### src/rtl/bcd_to_binary_seq.sv
// Sequential packed-BCD to binary converter: one digit per clock via Horner's rule,
// with valid/ready handshakes on input and output and flags for bad digits and overflow.
module bcd_to_binary_seq #(
  parameter int N     = 4,
  parameter int OUT_W = 4 * N
) (
  input  logic               clk,
  input  logic               rst,
  input  logic               in_valid,
  output logic               in_ready,
  input  logic [4*N-1:0]     bcd_in,
  output logic               out_valid,
  input  logic               out_ready,
  output logic [OUT_W-1:0]   bin_out,
  output logic               err_digit,
  output logic               ovf
);

  localparam int CW = (N > 1) ? $clog2(N) : 1;

  typedef enum logic [1:0] {
    IDLE,
    CONV,
    DONE
  } state_t;

  state_t state;
  state_t state_next;

  logic [4*N-1:0]   digits;
  logic [OUT_W-1:0] acc;
  logic [CW-1:0]    count;
  logic             err_flag;
  logic             ovf_flag;

  logic [3:0]       top_digit;
  logic [OUT_W+3:0] sum;
  logic             last_digit;
  logic             any_bad;

  // Four guard bits hold acc*10 + 15 exactly, so any carry into them means overflow.
  assign top_digit  = digits[4*N-1 -: 4];
  assign sum        = ({4'b0000, acc} << 3) + ({4'b0000, acc} << 1)
                    + {{OUT_W{1'b0}}, top_digit};
  assign last_digit = (count == CW'(N - 1));

  always_comb begin
    any_bad = 1'b0;
    for (int i = 0; i < N; i++) begin
      if (bcd_in[4*i +: 4] > 4'd9) begin
        any_bad = 1'b1;
      end
    end
  end

  always_comb begin
    state_next = state;
    case (state)
      IDLE: if (in_valid)   state_next = CONV;
      CONV: if (last_digit) state_next = DONE;
      DONE: if (out_ready)  state_next = IDLE;
      default:              state_next = IDLE;
    endcase
  end

  always_ff @(posedge clk) begin
    if (rst) begin
      state    <= IDLE;
      digits   <= '0;
      acc      <= '0;
      count    <= '0;
      err_flag <= 1'b0;
      ovf_flag <= 1'b0;
    end else begin
      state <= state_next;
      case (state)
        IDLE: begin
          if (in_valid) begin
            digits   <= bcd_in;
            acc      <= '0;
            count    <= '0;
            ovf_flag <= 1'b0;
            err_flag <= any_bad;
          end
        end
        CONV: begin
          acc    <= sum[OUT_W-1:0];
          digits <= digits << 4;
          count  <= count + CW'(1);
          if (|sum[OUT_W+3:OUT_W]) begin
            ovf_flag <= 1'b1;
          end
        end
        default: begin
        end
      endcase
    end
  end

  assign in_ready  = (state == IDLE);
  assign out_valid = (state == DONE);
  assign bin_out   = acc;
  assign err_digit = err_flag;
  assign ovf       = ovf_flag;

endmodule
### config.mk
export PLATFORM = sky130hd
export DESIGN_NAME = bcd_to_binary_seq
export DESIGN_NICKNAME = d
export VERILOG_FILES = /design/src/rtl/bcd_to_binary_seq.sv
export SDC_FILE = /design/constraint.sdc
export NUM_CORES = 1
export LEC_CHECK = 0
export BUFFER_PORTS_ARGS = -buffer_cell sky130_fd_sc_hd__buf_2
export CAP_MARGIN = 20
export CELL_PAD_IN_SITES_DETAIL_PLACEMENT = 0
export CELL_PAD_IN_SITES_GLOBAL_PLACEMENT = 1
export CORE_ASPECT_RATIO = 0.7
export CORE_MARGIN = 2
export CORE_UTILIZATION = 46
export CTS_CLUSTER_DIAMETER = 150
export CTS_CLUSTER_SIZE = 40
export DETAILED_ROUTE_END_ITERATION = 16
export GPL_ROUTABILITY_DRIVEN = 1
export MAX_ROUTING_LAYER = met4
export PLACE_DENSITY = 0.94
export SYNTH_ARGS = -nofsm -noshare
export SYNTH_HDL_FRONTEND = slang
export SYNTH_SLANG_ARGS = --single-unit
### constraint.sdc
create_clock -name clk -period 4.9 [get_ports clk]
set_input_delay 0.735 -clock clk [delete_from_list [all_inputs] [get_ports clk]]
set_output_delay 0.735 -clock clk [all_outputs]
set_load 0.005 [all_outputs]
==> impl_metrics.prom, run 1 <==
# TYPE chip_impl_metric gauge
chip_impl_metric{name="site_row_count",unit=""} 22
chip_impl_metric{name="synth.area.mux_share",unit=""} 0
chip_impl_metric{name="post_layout_nonfiller_instances",unit=""} 425
chip_impl_metric{name="timing.max_cap.violations",unit=""} 0
chip_impl_metric{name="wirelength_routed",unit="mm"} 6.42
chip_impl_metric{name="cts-hold-fix-buffers",unit=""} 0
chip_impl_metric{name="critPathMaxFanout",unit=""} 4
chip_impl_metric{name="ys_warn_count",unit=""} 0
chip_impl_metric{name="share_seq_of_total_power",unit=""} 0.521
chip_impl_metric{name="antenna_found_initial",unit=""} 0
chip_impl_metric{name="via_per_inst",unit=""} 5.58
chip_impl_metric{name="met2_length",unit="mm"} 2.57
chip_impl_metric{name="yosys_register_bits",unit=""} 38
chip_impl_info{name="crit_path_start_kind",value="flip-flop"} 1
chip_impl_info{name="worstHoldPathType",value="flip-flop to flip-flop"} 1
chip_impl_metric{name="maximum_number_of_pins_on_one_net_before_global_route_repair",unit=""} 47
chip_impl_metric{name="power_per_cell_area",unit="nW/um^2"} 221
chip_impl_metric{name="sw_frac_of_total",unit=""} 0.289
chip_impl_info{name="tritoncts",value="built"} 1
chip_impl_info{name="r2r-end",value="ovf$_SDFFE_PP0P_"} 1
chip_impl_metric{name="synth_xor_xnor_area_share",unit=""} 0.0334
chip_impl_metric{name="synth_enable_flop_cells",unit=""} 0
chip_impl_metric{name="synth_seq_area_share",unit=""} 0.290
chip_impl_metric{name="synth_nets",unit=""} 378
chip_impl_metric{name="final_antenna_net_count",unit=""} 0
chip_impl_metric{name="area_growth_syn_to_layout",unit="%"} 11.3
chip_impl_metric{name="post-route-drc-count",unit=""} 0
chip_impl_metric{name="post-route-min-period",unit="ps"} 2790
chip_impl_metric{name="cellLeakagePower",unit="nW"} 1.36
chip_impl_info{name="cp-end-kind",value="flip-flop"} 1
chip_impl_metric{name="dieWidth",unit="um"} 94.2
chip_impl_metric{name="number_of_global_route_vias_before_repair",unit=""} 2243
chip_impl_metric{name="finClkSkew",unit="ps"} 7.46
chip_impl_metric{name="gp_congestion",unit=""} 0.922
chip_impl_metric{name="met3WireLength",unit="um"} 379
chip_impl_metric{name="post_synth_inst_count",unit=""} 324
chip_impl_metric{name="peakVddDrop",unit="uV"} 103
chip_impl_info{name="hold_path_end",value="digits[1]$_SDFFE_PP0P_"} 1
chip_impl_metric{name="ff2ff_path_depth",unit=""} 10
chip_impl_metric{name="final.setup.worst_slack",unit="ps"} 2110
chip_impl_metric{name="final_core_utilization",unit=""} 0.544
chip_impl_info{name="rsz0062_at_grt",value="false"} 1
chip_impl_metric{name="placed_instance_area",unit="um^2"} 2840
chip_impl_info{name="root_buffer",value="clkbuf_8"} 1
chip_impl_metric{name="detail_route.iter0.violations",unit=""} 156
chip_impl_metric{name="synth-async-reset-ratio",unit=""} 0
chip_impl_metric{name="p_int",unit="uW"} 459
chip_impl_metric{name="detailedPlace.worstSlack",unit="ps"} 2140
chip_impl_metric{name="final-hold-violation-count",unit=""} 0
chip_impl_metric{name="cts-buffers-inserted",unit=""} 5
chip_impl_metric{name="synth.distinct_cells",unit=""} 47
chip_impl_metric{name="worst_skew_pair.late_latency",unit="ps"} 290
chip_impl_metric{name="cts.clk_slew.worst_paths",unit="ps"} 80
chip_impl_metric{name="clockPowerShare",unit=""} 0.321
chip_impl_metric{name="max_root_sink_buffers",unit=""} 2
chip_impl_metric{name="post_synth.cell_area_avg",unit="um^2"} 8.09
chip_impl_metric{name="initial_core_util",unit=""} 0.489
chip_impl_info{name="worstReg2RegStart",value="bin_out[0]$_SDFFE_PP0P_"} 1
chip_impl_metric{name="cts_repair_resize_count",unit=""} 0
chip_impl_metric{name="grt-ovfl-total",unit=""} 0
chip_impl_metric{name="gr_usage_total",unit=""} 0.227
chip_impl_metric{name="report.final.setup_viol",unit=""} 0
chip_impl_metric{name="synth-simple-area-share",unit=""} 0.213
chip_impl_metric{name="comb_power_share",unit=""} 0.158
chip_impl_info{name="hp-start",value="digits[1]$_SDFFE_PP0P_"} 1
chip_impl_metric{name="final.hold.worst_slack",unit="ps"} 471
chip_impl_metric{name="design_power_total",unit="uW"} 646
chip_impl_metric{name="final_cycle_utilization_of_the_critical_path",unit=""} 0.570
chip_impl_metric{name="synth_fa_ha_area_frac",unit=""} 0.168
chip_impl_metric{name="tns",unit="ps"} 0
chip_impl_metric{name="timing.critical_path.arrival",unit="ps"} 2970
chip_impl_metric{name="timing.reg2reg.setup_slack",unit="ps"} 2110
chip_impl_metric{name="cts.sink_count",unit=""} 38
chip_impl_metric{name="post_route_cells_drive_above_1_share",unit=""} 0.173
chip_impl_metric{name="die_footprint",unit="um^2"} 6330
chip_impl_metric{name="first_pass_iters",unit=""} 4
chip_impl_metric{name="worst_path_required_time",unit="ps"} 5070
chip_impl_info{name="status",value="finished, final reports clean"} 1
chip_impl_info{name="synth_top_family_by_area",value="compound AO/OA/AOI/OAI gates"} 1
chip_impl_info{name="worst-setup-path-type",value="flip-flop to flip-flop"} 1
chip_impl_metric{name="grt_pass1_wl",unit="mm"} 10.8
chip_impl_metric{name="diodes",unit=""} 0
chip_impl_metric{name="worstMarginPinSlew",unit="ps"} 704
chip_impl_metric{name="cts.repair_timing.setup_buffer_count",unit=""} 0
chip_impl_metric{name="timing.final.max_slew_violations",unit=""} 0
chip_impl_metric{name="detail_route.wl_per_cell",unit="um"} 15.1
chip_impl_metric{name="io_pins",unit=""} 40
chip_impl_metric{name="numPortBuffers",unit=""} 39
chip_impl_metric{name="h-tree-depth",unit=""} 2
chip_impl_metric{name="floorplan.die.height",unit="um"} 67.2
chip_impl_info{name="synth-main-ff-cell",value="dfxtp_1"} 1
chip_impl_metric{name="headroom_to_the_max_slew_limit",unit=""} 0.530
chip_impl_metric{name="post_layout_nets",unit=""} 407
chip_impl_metric{name="whs_path_depth",unit=""} 2
chip_impl_metric{name="design_area",unit="um^2"} 2920
chip_impl_metric{name="post-dp-hpwl",unit="mm"} 4.66
chip_impl_info{name="route.top_layer_used",value="met4"} 1
chip_impl_metric{name="met1_length",unit="mm"} 3.44
chip_impl_info{name="critPathLaunch",value="bin_out[0]$_SDFFE_PP0P_"} 1
chip_impl_metric{name="achievable-frequency",unit="MHz"} 358
chip_impl_metric{name="overall_via_count_from_detail_route",unit=""} 2371
chip_impl_metric{name="placed_cells_incl_taps",unit=""} 418
chip_impl_metric{name="synth_compound_area_frac",unit=""} 0.248
chip_impl_metric{name="synth_area",unit="um^2"} 2620
chip_impl_metric{name="std_cell_core_area",unit="um^2"} 5370
chip_impl_metric{name="total_switching_power",unit="uW"} 187
## layout by cell type, fill, tap and decap left out, types with 7 or more instances in the layout
cell / n
a21oi_1: 35
a311oi_1: 13
buf_2: 39
dfxtp_1: 38
ha_1: 32
inv_1: 9
nand2_1: 49
nand2b_1: 7
nand3_1: 23
nor2_1: 22
o21ai_0: 10
xor2_1: 7
## synth_stat cells, types with 5 or more instances
master / n / area share
dfxtp_1: 38 / 0.29
a21oi_1: 35 / 0.067
nand2_1: 49 / 0.070
nand2b_1: 7 / 0.017
nor2_1: 22 / 0.031
and2_1: 5 / 0.012
ha_1: 32 / 0.15
o21ai_0: 10 / 0.019
clkbuf_1: 13 / 0.019
xor2_1: 7 / 0.023
a311oi_1: 13 / 0.043
inv_1: 9 / 0.013
nand3_1: 23 / 0.044
## power by group through the flow
stage	logic [mW]	clock network (mW)	registers, mW
floorplan	0.0712	0	0.341
global placement	0.101	0	0.343
detailed placement	0.101	0	0.344
CTS	0.103	0.213	0.336
global route	0.117	0.226	0.338
finish	0.102	0.207	0.336
## cells by family after synthesis
logic type / after synthesis
DFF: 38
xor gates and xnor gates: 10
and+or+nand+nor: 121
AOI/OAI and AO/OA: 92
adders and majority gates: 34
buffers and inverters: 29
## state kept, by name, summed over array words and instances, names as in the netlist
signal / cells
bin_out: 16
digits: 16
count: 2
state: 2
err_digit: 1
ovf: 1
## worst max path at each step
stage | slack, ps | endpoint | cells after the start
2_1_floorplan | 2320 | ovf$_SDFFE_PP0P_ | 10
3_3_place_gp | 2260 | ovf$_SDFFE_PP0P_ | 10
3_5_place_dp | 2140 | ovf$_SDFFE_PP0P_ | 10
4_1_cts | 2110 | ovf$_SDFFE_PP0P_ | 10
5_1_grt | 1880 | ovf$_SDFFE_PP0P_ | 10
6_report | 2110 | ovf$_SDFFE_PP0P_ | 10
## layout make-up
cell class	instances	area, um^2
clock inverter	2	10.0
inverter	9	33.8
sequential	38	761
timing repair buffer	42	218
multi-input combinational	257	1740
tap	72	90.1
clock buffer	5	68.8
fill	512	2450
## worst max-delay path, stage by stage, from the launching register on
cell and delay [ps]:
dfxtp_1 380, inv_1 80, fa_1 600, inv_1 60, ha_1 310, a211oi_2 210, o211ai_1 130, a41o_2 340
a221oi_2 290, xor2_1 180, a31oi_1 90
## layer usage
layer  vias up  global-route usage
met5         -                   -
met4         0              0.0380
met3         2              0.0435
met2        71               0.328
met1      1069               0.333
li1       1229                   -
Power figures use the tool's default switching activity.
==> inputs of run 2 (changes only) <==
- CORE_UTILIZATION: 46 -> 42
- PLACE_DENSITY: 0.94 -> 0.87
- clock period: 4.9 -> 2.6 ns (I/O delays scaled with it)
==> run 2 against run 1 <==
Setup slack got worse by 2000 ps. Via count up 1.4%. Count of clock-buffer cells in the layout rose by 1.
==> impl_metrics.prom, run 2 (same netlist as run 1, synthesis figures left out) <==
# TYPE chip_impl_metric gauge
chip_impl_info{name="tritoncts",value="built"} 1
chip_impl_info{name="root_buffer",value="clkbuf_8"} 1
chip_impl_metric{name="initial_core_util",unit=""} 0.428
chip_impl_metric{name="wirelength_routed",unit="mm"} 6.39
chip_impl_metric{name="tns",unit="ps"} 0
chip_impl_metric{name="final_antenna_net_count",unit=""} 0
chip_impl_metric{name="report.final.setup_viol",unit=""} 0
chip_impl_info{name="critPathMostFrequentCell",value="inv_2"} 1
chip_impl_metric{name="gp_congestion",unit=""} 0.922
chip_impl_metric{name="number_of_global_route_vias_before_repair",unit=""} 2161
chip_impl_metric{name="post-dp-hpwl",unit="mm"} 4.88
chip_impl_metric{name="post_layout_nonfiller_instances",unit=""} 441
chip_impl_info{name="path_cells",value="inv_2 -> fa_2 -> inv_2 -> ha_4 -> a211oi_2 -> o211ai_1 -> a41o_2 -> a211oi_1 -> o31ai_1 -> and2_1"} 1
chip_impl_metric{name="gr_usage_total",unit=""} 0.191
chip_impl_metric{name="worst_path_largest_cell_delay",unit="ps"} 590
chip_impl_metric{name="post-route-min-period",unit="ps"} 2540
chip_impl_metric{name="post_route_cells_drive_above_1_share",unit=""} 0.229
chip_impl_metric{name="grt_pass1_wl",unit="mm"} 10.5
chip_impl_metric{name="worst_skew_pair.late_latency",unit="ps"} 290
chip_impl_info{name="path_delay_family",value="compound AO/OA/AOI/OAI gates"} 1
chip_impl_metric{name="maximum_number_of_pins_on_one_net_before_global_route_repair",unit=""} 38
chip_impl_metric{name="detail_route.wl_per_cell",unit="um"} 14.5
chip_impl_metric{name="overall_via_count_from_detail_route",unit=""} 2405
chip_impl_metric{name="timing.max_cap.violations",unit=""} 0
chip_impl_metric{name="cellLeakagePower",unit="nW"} 1.42
chip_impl_metric{name="worstMarginPinSlew",unit="ps"} 954
chip_impl_metric{name="grt.met1_usage",unit=""} 0.303
chip_impl_metric{name="final_cycle_utilization_of_the_critical_path",unit=""} 0.978
chip_impl_metric{name="die_footprint",unit="um^2"} 6900
chip_impl_info{name="cp-end-kind",value="flip-flop"} 1
chip_impl_metric{name="use_met3",unit=""} 0.0310
chip_impl_metric{name="detail_route.iter0.violations",unit=""} 110
chip_impl_metric{name="via_per_inst",unit=""} 5.45
chip_impl_metric{name="final-hold-violation-count",unit=""} 0
chip_impl_metric{name="achievable-frequency",unit="MHz"} 393
chip_impl_metric{name="headroom_to_the_max_slew_limit",unit=""} 0.363
chip_impl_metric{name="timing.critical_path.arrival",unit="ps"} 2740
chip_impl_metric{name="worst_path_required_time",unit="ps"} 2790
chip_impl_metric{name="critPathMaxFanout",unit=""} 4
chip_impl_metric{name="peakVddDrop",unit="uV"} 294
chip_impl_info{name="layout_commonest_cell",value="nand2_1"} 1
chip_impl_metric{name="max_root_sink_buffers",unit=""} 2
chip_impl_info{name="rsz0062_at_grt",value="true"} 1
chip_impl_metric{name="design_power_total",unit="mW"} 1.28
chip_impl_info{name="crit_path_start_kind",value="flip-flop"} 1
chip_impl_metric{name="h-tree-depth",unit=""} 2
chip_impl_metric{name="power_per_cell_area",unit="nW/um^2"} 415
chip_impl_metric{name="area_growth_syn_to_layout",unit="%"} 17.1
chip_impl_metric{name="site_row_count",unit=""} 24
chip_impl_metric{name="cts-hold-fix-buffers",unit=""} 0
chip_impl_metric{name="finClkSkew",unit="ps"} 6.10
chip_impl_metric{name="cts.sink_count",unit=""} 38
chip_impl_metric{name="post_layout_nets",unit=""} 416
chip_impl_metric{name="cts.clk_slew.worst_paths",unit="ps"} 80
chip_impl_info{name="worstHoldPathType",value="input pin to flip-flop"} 1
chip_impl_metric{name="timing.final.max_slew_violations",unit=""} 0
chip_impl_metric{name="io_pins",unit=""} 40
chip_impl_info{name="busiest_layer",value="met1"} 1
chip_impl_info{name="crit_slowest_cell",value="fa_2"} 1
chip_impl_metric{name="grt-ovfl-total",unit=""} 0
chip_impl_metric{name="gr_layer_usage_met2",unit=""} 0.253
chip_impl_metric{name="diodes",unit=""} 0
chip_impl_metric{name="post-route-drc-count",unit=""} 0
chip_impl_metric{name="antenna_found_initial",unit=""} 0
chip_impl_metric{name="cts-buffers-inserted",unit=""} 5
chip_impl_metric{name="dieWidth",unit="um"} 98.4
chip_impl_info{name="status",value="finished, final reports clean"} 1
chip_impl_metric{name="std_cell_core_area",unit="um^2"} 6130
chip_impl_metric{name="critical_path.n_buffers_inverters",unit=""} 2
chip_impl_info{name="worst-setup-path-type",value="flip-flop to flip-flop"} 1
chip_impl_metric{name="placed_cells_incl_taps",unit=""} 431
chip_impl_info{name="commonest_cells_after_routing_fill_and_taps_aside",value="49 x nand2_1, 39 x buf_2, 35 x dfxtp_1"} 1
chip_impl_metric{name="floorplan.die.height",unit="um"} 70.1
chip_impl_metric{name="numPortBuffers",unit=""} 39
chip_impl_metric{name="first_pass_iters",unit=""} 4
## run 2: routing by layer
layer,part of all wire,wire length (um),up-vias
li1,-,-,1249
met1,0.55,3520,1097
met2,0.39,2500,55
met3,0.051,329,4
met4,0.0058,37,0
met5,0,0,-
## run 2: stage by stage
| stage | utilization | hold WS (ps) | setup slack [ps] | area (um^2) |
|---|---|---|---|---|
| finish | 0.501 | 329 | 56.4 | 3070 |
| global route | 0.501 | 342 | -18.0 | 3070 |
| CTS | 0.494 | 323 | 3.54 | 3030 |
| detailed placement | 0.475 | 464 | -59.3 | 2910 |
| global placement | 0.475 | 454 | -1.26 | 2910 |
| floorplan | - | 432 | 16.2 | 2620 |
## run 2: final timing paths
kind	startpoint	endpoint	slack (ps)	cells past startpoint
worst max register to register	bin_out[2]$_SDFFE_PP0P_	bin_out[15]$_SDFFE_PP0P_	60	10
worst min register to register	digits[12]$_SDFFE_PP0P_	bin_out[0]$_SDFFE_PP0P_	460	2
worst max-delay path	bin_out[2]$_SDFFE_PP0P_	bin_out[15]$_SDFFE_PP0P_	60	10
worst min-delay path	bcd_in[0]	digits[0]$_SDFFE_PP0P_	330	3
## run 2: timing repair
action | 4_1_cts | 5_1_grt
buffers inserted | 1 | 1
endpoints found under the setup margin | 4 | 6
pin swaps | 7 | 9
gates resized for setup | 2 | 11
## run 2: area by class of cell
| class | instances | area, um^2 |
|---|---|---|
| clock inverters | 2 | 12.5 |
| clock buffers | 6 | 82.6 |
| flip-flops and latches | 38 | 764 |
| inverters | 9 | 33.8 |
| well taps | 78 | 97.6 |
| repair buffers | 51 | 298 |
| multi-input cells | 257 | 1780 |
| fillers | 613 | 3050 |
## run 2: worst min-delay path: cells and delay by family
family | cells | cell delay (ps)
AND/OR/NAND/NOR | 1 | 40
AO/OA/AOI/OAI | 1 | 50
buffers and inverters | 1 | 90
## run 2: report_power, final
| part | total (mW) | switching (mW) | internal [mW] |
|---|---|---|---|
| clock network | 0.433 | 0.219 | 0.213 |
| registers | 0.633 | 0.0191 | 0.614 |
| logic | 0.210 | 0.128 | 0.0818 |
